**src/rtl/i2s_tx.sv**
```systemverilog
// I2S transmitter: accepts left/right sample pairs through a valid/ready
// handshake, buffers one pair, and serialises frames MSB-first with BCK and WS.
// Optional feature macro: I2S_TX_UNDERRUN_REPEAT_EN (repeat last pair on underrun;
// when undefined, zeros are sent on underrun).
module i2s_tx #(
    parameter int unsigned SAMPLE_W = 16,
    parameter int unsigned BCK_DIV  = 4
) (
    input  logic                clk,
    input  logic                reset_n,
    input  logic [SAMPLE_W-1:0] in_left,
    input  logic [SAMPLE_W-1:0] in_right,
    input  logic                in_valid,
    output logic                in_ready,
    output logic                I2S_BCK,
    output logic                I2S_WS,
    output logic                I2S_DATA,
    output logic                underrun
);
    localparam int unsigned FRAME_W = 2 * SAMPLE_W;
    localparam int unsigned DIV_W   = (BCK_DIV > 1) ? $clog2(BCK_DIV) : 1;
    localparam int unsigned CNT_W   = $clog2(FRAME_W);

    localparam logic [DIV_W-1:0] DIV_LAST  = DIV_W'(BCK_DIV - 1);
    localparam logic [DIV_W-1:0] DIV_HALF  = DIV_W'(BCK_DIV / 2);
    localparam logic [CNT_W-1:0] SLOT_LAST = CNT_W'(FRAME_W - 1);
    localparam logic [CNT_W-1:0] WS_FIRST  = CNT_W'(SAMPLE_W - 1);
    localparam logic [CNT_W-1:0] WS_LAST   = CNT_W'(FRAME_W - 2);

    logic [DIV_W-1:0]   div_cnt;
    logic [DIV_W-1:0]   div_next;
    logic [CNT_W-1:0]   bit_cnt;
    logic [CNT_W-1:0]   bit_next;
    logic               bck_reg;
    logic               ws_reg;
    logic               data_reg;
    logic               data_next;
    logic               underrun_reg;
    logic [FRAME_W-1:0] hold;
    logic               hold_full;
    logic [FRAME_W-1:0] shift_reg;
    logic [FRAME_W-1:0] shift_next;
    logic [FRAME_W-1:0] empty_word;
    logic [FRAME_W-1:0] load_word;
    logic               boundary;
    logic               frame_load;
    logic               transfer;
    logic               ws_next;

    // Divider / slot counter next state; a boundary is the wrap of div_cnt (BCK falls)
    always_comb begin
        boundary   = (div_cnt == DIV_LAST);
        frame_load = boundary && (bit_cnt == SLOT_LAST);
        div_next   = boundary ? '0 : div_cnt + DIV_W'(1);
        bit_next   = bit_cnt;
        if (boundary) begin
            bit_next = (bit_cnt == SLOT_LAST) ? '0 : bit_cnt + CNT_W'(1);
        end
        // WS leads each channel's MSB by one slot
        ws_next = (bit_next >= WS_FIRST) && (bit_next <= WS_LAST);
    end

    // A frame load frees the hold slot in the same cycle, so a new pair can enter
    assign in_ready = !hold_full || frame_load;
    assign transfer = in_valid && in_ready;

`ifdef I2S_TX_UNDERRUN_REPEAT_EN
    logic [FRAME_W-1:0] last_pair;

    // Remember the last pair that was actually loaded, for retransmission on underrun
    always_ff @(posedge clk or negedge reset_n) begin
        if (!reset_n) begin
            last_pair <= '0;
        end else if (frame_load && hold_full) begin
            last_pair <= hold;
        end
    end

    assign empty_word = last_pair;
`else
    assign empty_word = '0;
`endif

    assign load_word = hold_full ? hold : empty_word;

    // Shift register and serial data next state: load at slot 0, shift at other boundaries
    always_comb begin
        shift_next = shift_reg;
        data_next  = data_reg;
        if (frame_load) begin
            shift_next = load_word;
            data_next  = load_word[FRAME_W-1];
        end else if (boundary) begin
            shift_next = {shift_reg[FRAME_W-2:0], 1'b0};
            data_next  = shift_reg[FRAME_W-2];
        end
    end

    // Clock divider and registered BCK
    always_ff @(posedge clk or negedge reset_n) begin
        if (!reset_n) begin
            div_cnt <= '0;
            bck_reg <= 1'b0;
        end else begin
            div_cnt <= div_next;
            bck_reg <= (div_next >= DIV_HALF);
        end
    end

    // Slot counter, WS, serial data and shift register; all move only at boundaries
    always_ff @(posedge clk or negedge reset_n) begin
        if (!reset_n) begin
            bit_cnt   <= SLOT_LAST;
            ws_reg    <= 1'b0;
            data_reg  <= 1'b0;
            shift_reg <= '0;
        end else begin
            bit_cnt   <= bit_next;
            ws_reg    <= ws_next;
            data_reg  <= data_next;
            shift_reg <= shift_next;
        end
    end

    // One-entry input buffer; a simultaneous transfer keeps hold_full set
    always_ff @(posedge clk or negedge reset_n) begin
        if (!reset_n) begin
            hold      <= '0;
            hold_full <= 1'b0;
        end else if (transfer) begin
            hold      <= {in_left, in_right};
            hold_full <= 1'b1;
        end else if (frame_load) begin
            hold_full <= 1'b0;
        end
    end

    // Underrun pulse for the cycle following an empty frame load
    always_ff @(posedge clk or negedge reset_n) begin
        if (!reset_n) begin
            underrun_reg <= 1'b0;
        end else begin
            underrun_reg <= frame_load && !hold_full;
        end
    end

    assign I2S_BCK  = bck_reg;
    assign I2S_WS   = ws_reg;
    assign I2S_DATA = data_reg;
    assign underrun = underrun_reg;

endmodule

```
**config.mk**
```make
export PLATFORM = sky130hd
export DESIGN_NAME = i2s_tx
export DESIGN_NICKNAME = d
export VERILOG_FILES = /design/src/rtl/i2s_tx.sv
export SDC_FILE = /design/constraint.sdc
export NUM_CORES = 1
export LEC_CHECK = 0
export ABC_CLOCK_PERIOD_IN_PS = 2900
export CORE_ASPECT_RATIO = 1.25
export CORE_UTILIZATION = 42
export CTS_CLUSTER_DIAMETER = 30
export DETAILED_ROUTE_END_ITERATION = 8
export GPL_TIMING_DRIVEN = 0
export PLACE_DENSITY = 0.67
export SLEW_MARGIN = 30
export SYNTH_ARGS = -nofsm -noshare
export SYNTH_HDL_FRONTEND = slang
export SYNTH_SLANG_ARGS = --single-unit
```
**constraint.sdc**
```tcl
create_clock -name clk -period 2.9 [get_ports clk]
set_input_delay 0.58 -clock clk [delete_from_list [all_inputs] [get_ports clk]]
set_output_delay 0.58 -clock clk [all_outputs]
set_load 0.1 [all_outputs]
```
# Yosys cells after proc, flatten, opt, wreduce, memory -nomap -nowiden

Index checks and enable logic that the tools add are counted.

Add/subtract/negate cells: 2
Multiply operators: 0
Divide/modulo/power cells: 0
Order comparisons: 3
Eq/ne operators: 2
Shift-type cells: 0
Multiplexer cells: 10
Bitwise logic cells: 0
Reduce and logical (&&, ||, !) cells: 8

Operators by type and width:

| cell                                                               | count |
|---|---|
| two-way mux 31 bit                                                 | 2 |
| two-way mux 32 bit                                                 | 1 |
| two-way mux 5 bit                                                  | 2 |
| adder 5 x 1 -> 5 bit (second input constant)                       | 1 |
| == test 5 bit (second input constant)                              | 1 |
| greater-or-equal comparator 5 x 4 -> 1 bit (second input constant) | 1 |
| <= comparator 5 bit (second input constant)                        | 1 |
| logical AND 1 bit                                                  | 4 |
| two-way mux 1 bit                                                  | 4 |
| nonzero test 2 bit                                                 | 2 |
| adder 2 x 1 -> 2 bit (second input constant)                       | 1 |
| == test 2 bit (second input constant)                              | 1 |
| greater-or-equal comparator 2 bit (second input constant)          | 1 |
| two-way mux 2 bit                                                  | 1 |
| zero test 1 bit                                                    | 1 |
| logical OR 1 bit                                                   | 1 |

Register bits after elaboration: 75
Latch bits: 0
Memory bits (writable): 0
ROM bits: 0
Input port bits: 35
Output and inout bits: 5
Word-level logic and storage cells: 34
Memories: 0

# Longest topological paths before layout

Gate-level depths: netlist of the first run.

Depth after elaboration: 5
Mapped depth: 7
Depth with buffers taken out: 5

# Worst setup path before layout of the first run

Ideal clock, no wire load.

Path kind: flip-flop to flip-flop
From: register I2S_BCK (netlist name)
To: register hold[10]
Setup time: 0.125 ns
Arrival time: 2.697 ns
Required time: 2.775 ns
Path slack: 0.077 ns
Cell stages (with the launch flop): 7
Path buffers: 1
Clock period less this slack: 2.823 ns
Cell sequence: dfrtp_1 -> ha_1 -> nand4_4 -> o21ai_4 -> nand2_4 -> buf_6 -> mux2_4

RTL lines:

| element                | line | source |
|---|---|---|
| end signal: assignment | 131  | `hold <= {in_left, in_right};` |
| end: declaration       | 39   | `logic [FRAME_W-1:0] hold;` |

# Final worst setup path of the first run

From: register bit_cnt[0]
To: output in_ready

Word-level cells in the longest chain between the ends: 3

Ends and longest elaborated chain:

| element                  | line | source |
|---|---|---|
| start: declaration       | 32   | `logic [CNT_W-1:0] bit_cnt;` |
| start signal: assignment | 118  | `bit_cnt <= bit_next;` |
| == test 5 bit            | 53   | `frame_load = boundary && (bit_cnt == SLOT_LAST);` |
| logical AND 1 bit        | 53   |  |
| logical OR 1 bit         | 64   | `assign in_ready = !hold_full \|\| frame_load;` |
| end: declaration         | 14   | `output logic in_ready,` |

No other way between the ends.

==> results of run 1 <==
## kinds of logic after synthesis
family | Yosys count | share of synthesized area [%]
AOI/OAI and AO/OA | 42 | 8.40
buffers and inverters | 27 | 3.99
muxes | 33 | 14.6
adders and majority gates | 3 | 1.13
DFF | 74 | 55.9
and+or+nand+nor | 112 | 15.2
xor gates and xnor gates | 3 | 0.791
## worst max-delay path by stage
stage | from | to | slack (ns) | cells past startpoint
floorplan | I2S_BCK | hold[10] | 0.08 | 6
global placement | reset_n | hold[22] | -1.24 | 1
detailed placement | bit_cnt[0] | in_ready | -0.14 | 4
CTS | bit_cnt[0] | in_ready | 0.05 | 4
global route | bit_cnt[0] | in_ready | 0.11 | 4
finish | bit_cnt[0] | in_ready | 0.21 | 4
## routing by layer
metal	up-vias	routed length, µm
li1	1126	-
met5	-	0
met3	11	202
met4	0	165
met2	51	3070
met1	1137	2830
## area by class of cell
type                    instances  area [µm²]
multi-input cells             193        1330
well taps                      92         115
plain buffers                  23         118
flip-flops and latches         74        1860
clock buffers                  12         145
fillers                       697        3500
clock inverters                 3        40.0
inverters                       4        15.0
repair buffers                 40         410
## layout by cell type, fill, tap and decap left out, drive strengths merged
cell / count
clkbuf: 23
inv: 4
dfrtp: 69
or2: 1
a2111oi: 1
nand4: 3
mux2: 33
a31oi: 32
o311ai: 1
buf: 15
o21ai: 3
ha: 3
clkinv: 2
xor2: 1
xnor2: 2
nand3: 33
nor2: 36
a21oi: 1
nand2: 36
nor2b: 2
dfstp: 5
nand2b: 1
a31o: 1
o2111ai: 1
clkdlybuf4s50: 37
bufinv: 1
o22ai: 2
## timing repair
item / in CTS / in global routing
setup endpoints to repair: 1 / 1
gates resized for setup: 3 / 2
setup buffers: 0 / 0
pin swaps: 0 / 0
## power groups by stage
| stage | registers, mW | logic [mW] | clock network [mW] |
|---|---|---|---|
| finish | 1.03 | 0.0710 | 0.766 |
| global route | 1.03 | 0.0785 | 0.833 |
| CTS | 1.03 | 0.0737 | 0.782 |
| detailed placement | 1.05 | 0.0733 | 0 |
| global placement | 1.05 | 0.0686 | 0 |
| floorplan | 1.05 | 0.00135 | 0 |
==> impl_metrics.py, run 1 <==
metrics = {
    "status": {
        "outcome": "finished clean",
    },
    "sta": {
        "setup_viol": 0,
        "worst_slack_ns": 0.210,
        "slew_viol_final": 0,
        "slew_headroom_pct": 35.5,
        "clock.fmax_mhz": 372,
        "worst_pin_slew_ns": 0.964,
        "tns_ns": 0,
        "period_needed_ns": 2.69,
        "holdWs_ns": 0.158,
        "fin_skew_ns": 0.00815,
        "rsz0062_at_grt": "false",
        "finalCritPeriodShare_pct": 92.7,
        "hold_viol_final": 0,
    },
    "place": {
        "gp_congestion": 0.737,
        "dp.cells": 426,
        "pre_cts_ws_ns": -0.139,
        "postPlaceCellArea_mm2": 0.00385,
        "numPortBuffers": 39,
        "hpwl_um": 4260,
    },
    "clock_tree": {
        "insertion_delay_ns": 0.33,
        "numCtsBuffers": 9,
        "clk_pin_slew_ns": 0.07,
        "cts_buffer_depth": 2,
        "htreeDepth": 3,
        "hold_buffers": 0,
        "cts_tree": "done",
        "cts.sinks": 74,
        "cts_root_buffer": "clkbuf_8",
    },
    "finish": {
        "antenna_cells": 0,
        "final_cells": 441,
        "final_util_pct": 53.5,
        "nNetsFinal": 383,
        "largest_reg_flops": 32,
        "syn2layout_area_growth_pct": 21.4,
        "drive_gt1_share_pct": 20.1,
        "finalInstanceArea_mm2": 0.00403,
    },
    "routing": {
        "route.detailed.drc": 0,
        "routedWlPerCell_um": 14.2,
        "first_pass_iters": 4,
        "drt_iter0_markers": 153,
        "routed_wirelength_um": 6270,
        "ant_nets": 0,
        "viasPerCell": 5.27,
        "num_vias": 2325,
    },
    "worst_setup_path": {
        "critPathTopFamily": "flip-flops",
        "crit_path_max_incr_delay_ns": 0.58,
        "criticalPathCategory": "flip-flop to output port",
        "worstReg2RegEnd": "shift_reg[3]",
        "crit_chain": "ha_1, nand4_4, o21ai_4, buf_2",
        "crit_required_ns": 2.32,
        "crit_fanout": 8,
        "cp_num_buf_inv": 1,
        "r2r_start": "bit_cnt[0]",
        "critPathSlowestCell": "dfstp_2",
        "crit_arrival_ns": 2.11,
        "r2r_cells": 7,
        "start_kind": "flip-flop",
        "ff2ff_setup_slack_ns": 0.78,
        "cp-end-kind": "output port",
    },
    "die": {
        "boundaryPins": 40,
        "die_h_um": 101,
        "die_x_um": 81.5,
        "rows": 35,
        "dieArea_mm2": 0.00827,
        "core_area_mm2": 0.00753,
        "initial_core_util_pct": 44.1,
    },
    "power": {
        "vdd_drop_max_mv": 0.219,
        "switchingPower_uw": 379,
        "intPower_mw": 1.49,
        "power_mw": 1.87,
        "leakage_nw": 1.82,
        "p_comb_share_pct": 3.8,
        "switching_share_pct": 20.2,
        "powerDensity_mw_per_mm2": 464,
        "pwr-share-seq_pct": 55.2,
        "clkPwrFrac_pct": 41.0,
    },
    "global_route": {
        "grt_pass1_wl_um": 10900,
        "top_usage_layer": "met2",
        "grt_pass1_vias": 2331,
        "grt-ovfl-total": 0,
        "track_usage_pct": 17.4,
        "antenna_found_initial": 0,
        "grt_util_met2_pct": 26.6,
        "gr-usage-met1_pct": 22.7,
        "met3_usage_pct": 2.70,
        "grt_max_degree": 49,
    },
    "logic_synthesis": {
        "synth_enable_flop_cells": 0,
        "yosysWarnings": 0,
        "synth-seq-cells": 74,
        "syn-num-nets": 332,
        "synthFlopType": "dfrtp_1",
        "syn_inst": 294,
        "postSynthAreaPerCell_um2": 11.3,
        "synthesis.area_mm2": 0.00332,
        "ys_async_sr_fraction_pct": 100,
        "synth_common_cells": "dfrtp_1, nand2_1, nor2_1",
        "netlist-cell-type-count": 31,
        "synth_top_area_share_pct": 52.0,
        "yosysSeqAreaShare_pct": 55.9,
        "yosys.area.top_type": "dfrtp_1",
        "synth.top_cells.by_area": "dfrtp_1, mux2_4, a31oi_1",
        "yosysMostFrequentCell": "dfrtp_1",
    },
    "worst_hold_path": {
        "hold_path.class": "input pin to async pin",
    },
    "job": {
        "max-cap-violations": 0,
    },
}
Power figures use the tool's default switching activity.
==> run 2, diff against run 1 <==
--- a/config.mk
+++ b/config.mk
@@ -6,9 +6,11 @@
 export NUM_CORES = 1
 export LEC_CHECK = 0
 export ABC_CLOCK_PERIOD_IN_PS = 2900
+export CAP_MARGIN = 20
 export CORE_ASPECT_RATIO = 1.25
 export CORE_UTILIZATION = 42
 export CTS_CLUSTER_DIAMETER = 30
+export CTS_CLUSTER_SIZE = 40
 export DETAILED_ROUTE_END_ITERATION = 8
 export GPL_TIMING_DRIVEN = 0
 export PLACE_DENSITY = 0.67
==> results of run 2 <==
Same layout as run 1: the final DEF is identical, and so are final timing and power.
==> run 3, diff against run 2 <==
--- a/config.mk
+++ b/config.mk
@@ -5,6 +5,7 @@
 export SDC_FILE = /design/constraint.sdc
 export NUM_CORES = 1
 export LEC_CHECK = 0
+export ABC_AREA = 1
 export ABC_CLOCK_PERIOD_IN_PS = 2900
 export CAP_MARGIN = 20
 export CORE_ASPECT_RATIO = 1.25
@@ -14,6 +15,7 @@
 export DETAILED_ROUTE_END_ITERATION = 8
 export GPL_TIMING_DRIVEN = 0
 export PLACE_DENSITY = 0.67
+export SKIP_CTS_REPAIR_TIMING = 1
 export SLEW_MARGIN = 30
 export SYNTH_ARGS = -nofsm -noshare
 export SYNTH_HDL_FRONTEND = slang
==> impl_metrics.py, run 3 <==
metrics = {
    "logic_synthesis": {
        "yosysWarnings": 0,
        "synth_enable_flop_cells": 0,
        "yosysMostFrequentCell": "nand2_1",
        "netlist-cell-type-count": 15,
        "synth_top_area_share_pct": 52.1,
        "postSynthAreaPerCell_um2": 8.27,
        "syn_inst": 401,
        "synthesis.area_mm2": 0.00332,
        "ys_async_sr_fraction_pct": 100,
        "synthFlopType": "dfrtp_1",
        "yosysSeqAreaShare_pct": 56.0,
        "synth-seq-cells": 74,
        "synth_common_cells": "nand2_1, dfrtp_1, inv_1",
        "yosys.area.top_type": "dfrtp_1",
        "syn-num-nets": 439,
        "synth.top_cells.by_area": "dfrtp_1, nand2_1, o22ai_1",
    },
    "worst_setup_path": {
        "start_kind": "flip-flop",
        "cp-end-kind": "output port",
        "criticalPathCategory": "flip-flop to output port",
        "crit_arrival_ns": 2.09,
        "crit_fanout": 10,
        "crit_required_ns": 2.32,
    },
    "clock_tree": {
        "insertion_delay_ns": 0.35,
        "cts_root_buffer": "clkbuf_8",
        "cts_buffer_depth": 2,
        "clk_pin_slew_ns": 0.07,
        "htreeDepth": 3,
        "cts_tree": "done",
        "cts.sinks": 74,
        "numCtsBuffers": 9,
    },
    "routing": {
        "routed_wirelength_um": 7070,
        "routedWlPerCell_um": 12.9,
        "ant_nets": 0,
        "route.detailed.drc": 0,
        "first_pass_iters": 4,
        "viasPerCell": 4.97,
        "drt_iter0_markers": 113,
        "num_vias": 2716,
    },
    "sta": {
        "period_needed_ns": 2.67,
        "fin_skew_ns": 0.00558,
        "worst_pin_slew_ns": 0.968,
        "slew_headroom_pct": 35.3,
        "clock.fmax_mhz": 375,
        "tns_ns": 0,
        "hold_viol_final": 0,
        "rsz0062_at_grt": "false",
        "worst_slack_ns": 0.232,
        "setup_viol": 0,
        "finalCritPeriodShare_pct": 92.0,
        "slew_viol_final": 0,
    },
    "die": {
        "initial_core_util_pct": 44.3,
        "core_area_mm2": 0.00749,
        "rows": 35,
        "die_x_um": 81.5,
        "dieArea_mm2": 0.00826,
        "boundaryPins": 40,
        "die_h_um": 101,
    },
    "job": {
        "max-cap-violations": 0,
    },
    "finish": {
        "mostFrequentLayoutCell": "nand2_1",
        "n_fill_cell": 721,
        "drive_gt1_share_pct": 7.91,
        "final_cell_mix": "nand2_1, dfrtp_1, inv_1, clkdlybuf4s50_1, nand3_1",
        "largest_reg_flops": 32,
        "antenna_cells": 0,
        "nNetsFinal": 489,
        "syn2layout_area_growth_pct": 20.7,
        "final_cells": 547,
    },
    "place": {
        "dp.cells": 532,
        "gp_congestion": 0.809,
        "numPortBuffers": 38,
        "pre_cts_ws_ns": -0.312,
        "hpwl_um": 4710,
    },
    "power": {
        "powerDensity_mw_per_mm2": 455,
        "leakage_nw": 2.16,
        "vdd_drop_max_mv": 0.239,
    },
    "global_route": {
        "grt_pass1_wl_um": 12300,
        "grt-ovfl-total": 0,
        "grt_max_degree": 39,
        "track_usage_pct": 19.8,
        "antenna_found_initial": 0,
        "grt_pass1_vias": 2749,
    },
    "status": {
        "outcome": "finished clean",
    },
    "worst_hold_path": {
        "hold_path.class": "input pin to async pin",
    },
}
## run 3: metal layers
metal,track usage [%],routed length (µm)
met1,24.4,3070
met2,33.0,3580
met3,3.87,277
met4,9.34,140
met5,0,0
## run 3: area by class of cell
cell class,count,area [µm²],area share (%)
plain buffers,28,134,3.35
flip-flops and latches,74,1860,46.4
clock inverters,2,12.5,0.313
repair buffers,39,399,9.97
clock buffers,13,159,3.97
inverters,40,150,3.75
well taps,92,115,2.88
multi-input cells,259,1170,29.3
## run 3: stage by stage
stage / hold WS, ns / total power [mW] / utilization, % / instance area [µm²]
4_1_cts: 0.214 / 1.84 / 53.4 / 4000
5_1_grt: 0.236 / 1.88 / 53.4 / 4000
3_3_place_gp: 0.438 / 1.13 / 50.9 / 3810
6_report: 0.196 / 1.82 / 53.4 / 4000
2_1_floorplan: 0.284 / 1.06 / - / 3320
3_5_place_dp: 0.452 / 1.13 / 51.1 / 3830
## run 3: critical path, cell delays in order, from the launching register on
cell and delay (ns):
dfstp_2 0.56, ha_1 0.20, nand2_1 0.08, nor2_1 0.09
nand2_1 0.12, nand2_2 0.18, buf_2 0.26, buf_6 0.26
## run 3: power breakdown
group / switching [mW] / internal (mW)
clock network: 0.359 / 0.352
registers: 0 / 1.03
logic: 0.0350 / 0.0422
total: 0.394 / 1.43
## run 3: path summary, 6_finish.rpt
kind                            startpoint             to  slack, ns  cells after the start
max in group asynchronous          reset_n     bit_cnt[3]       2.07                      2
worst min register to register  div_cnt[0]     div_cnt[0]       0.46                      1
worst min-delay path               reset_n        hold[5]       0.20                      1
worst max-delay path            bit_cnt[0]       in_ready       0.23                      7
min in group clk                div_cnt[0]     div_cnt[0]       0.46                      1
worst max register to register  bit_cnt[0]  shift_reg[24]       1.09                      8
## run 3: kinds of logic (layout without fill, tap and decap cells)
group                    after synthesis  in the layout  share of synthesized area, %
AO/OA/AOI/OAI                         67             67                          11.4
adder cells (fa/ha/maj)                3              3                          1.13
buffers and inverters                 68            122                          8.57
flip-flops                            74             74                          56.0
AND/OR/NAND/NOR                      189            189                          22.9
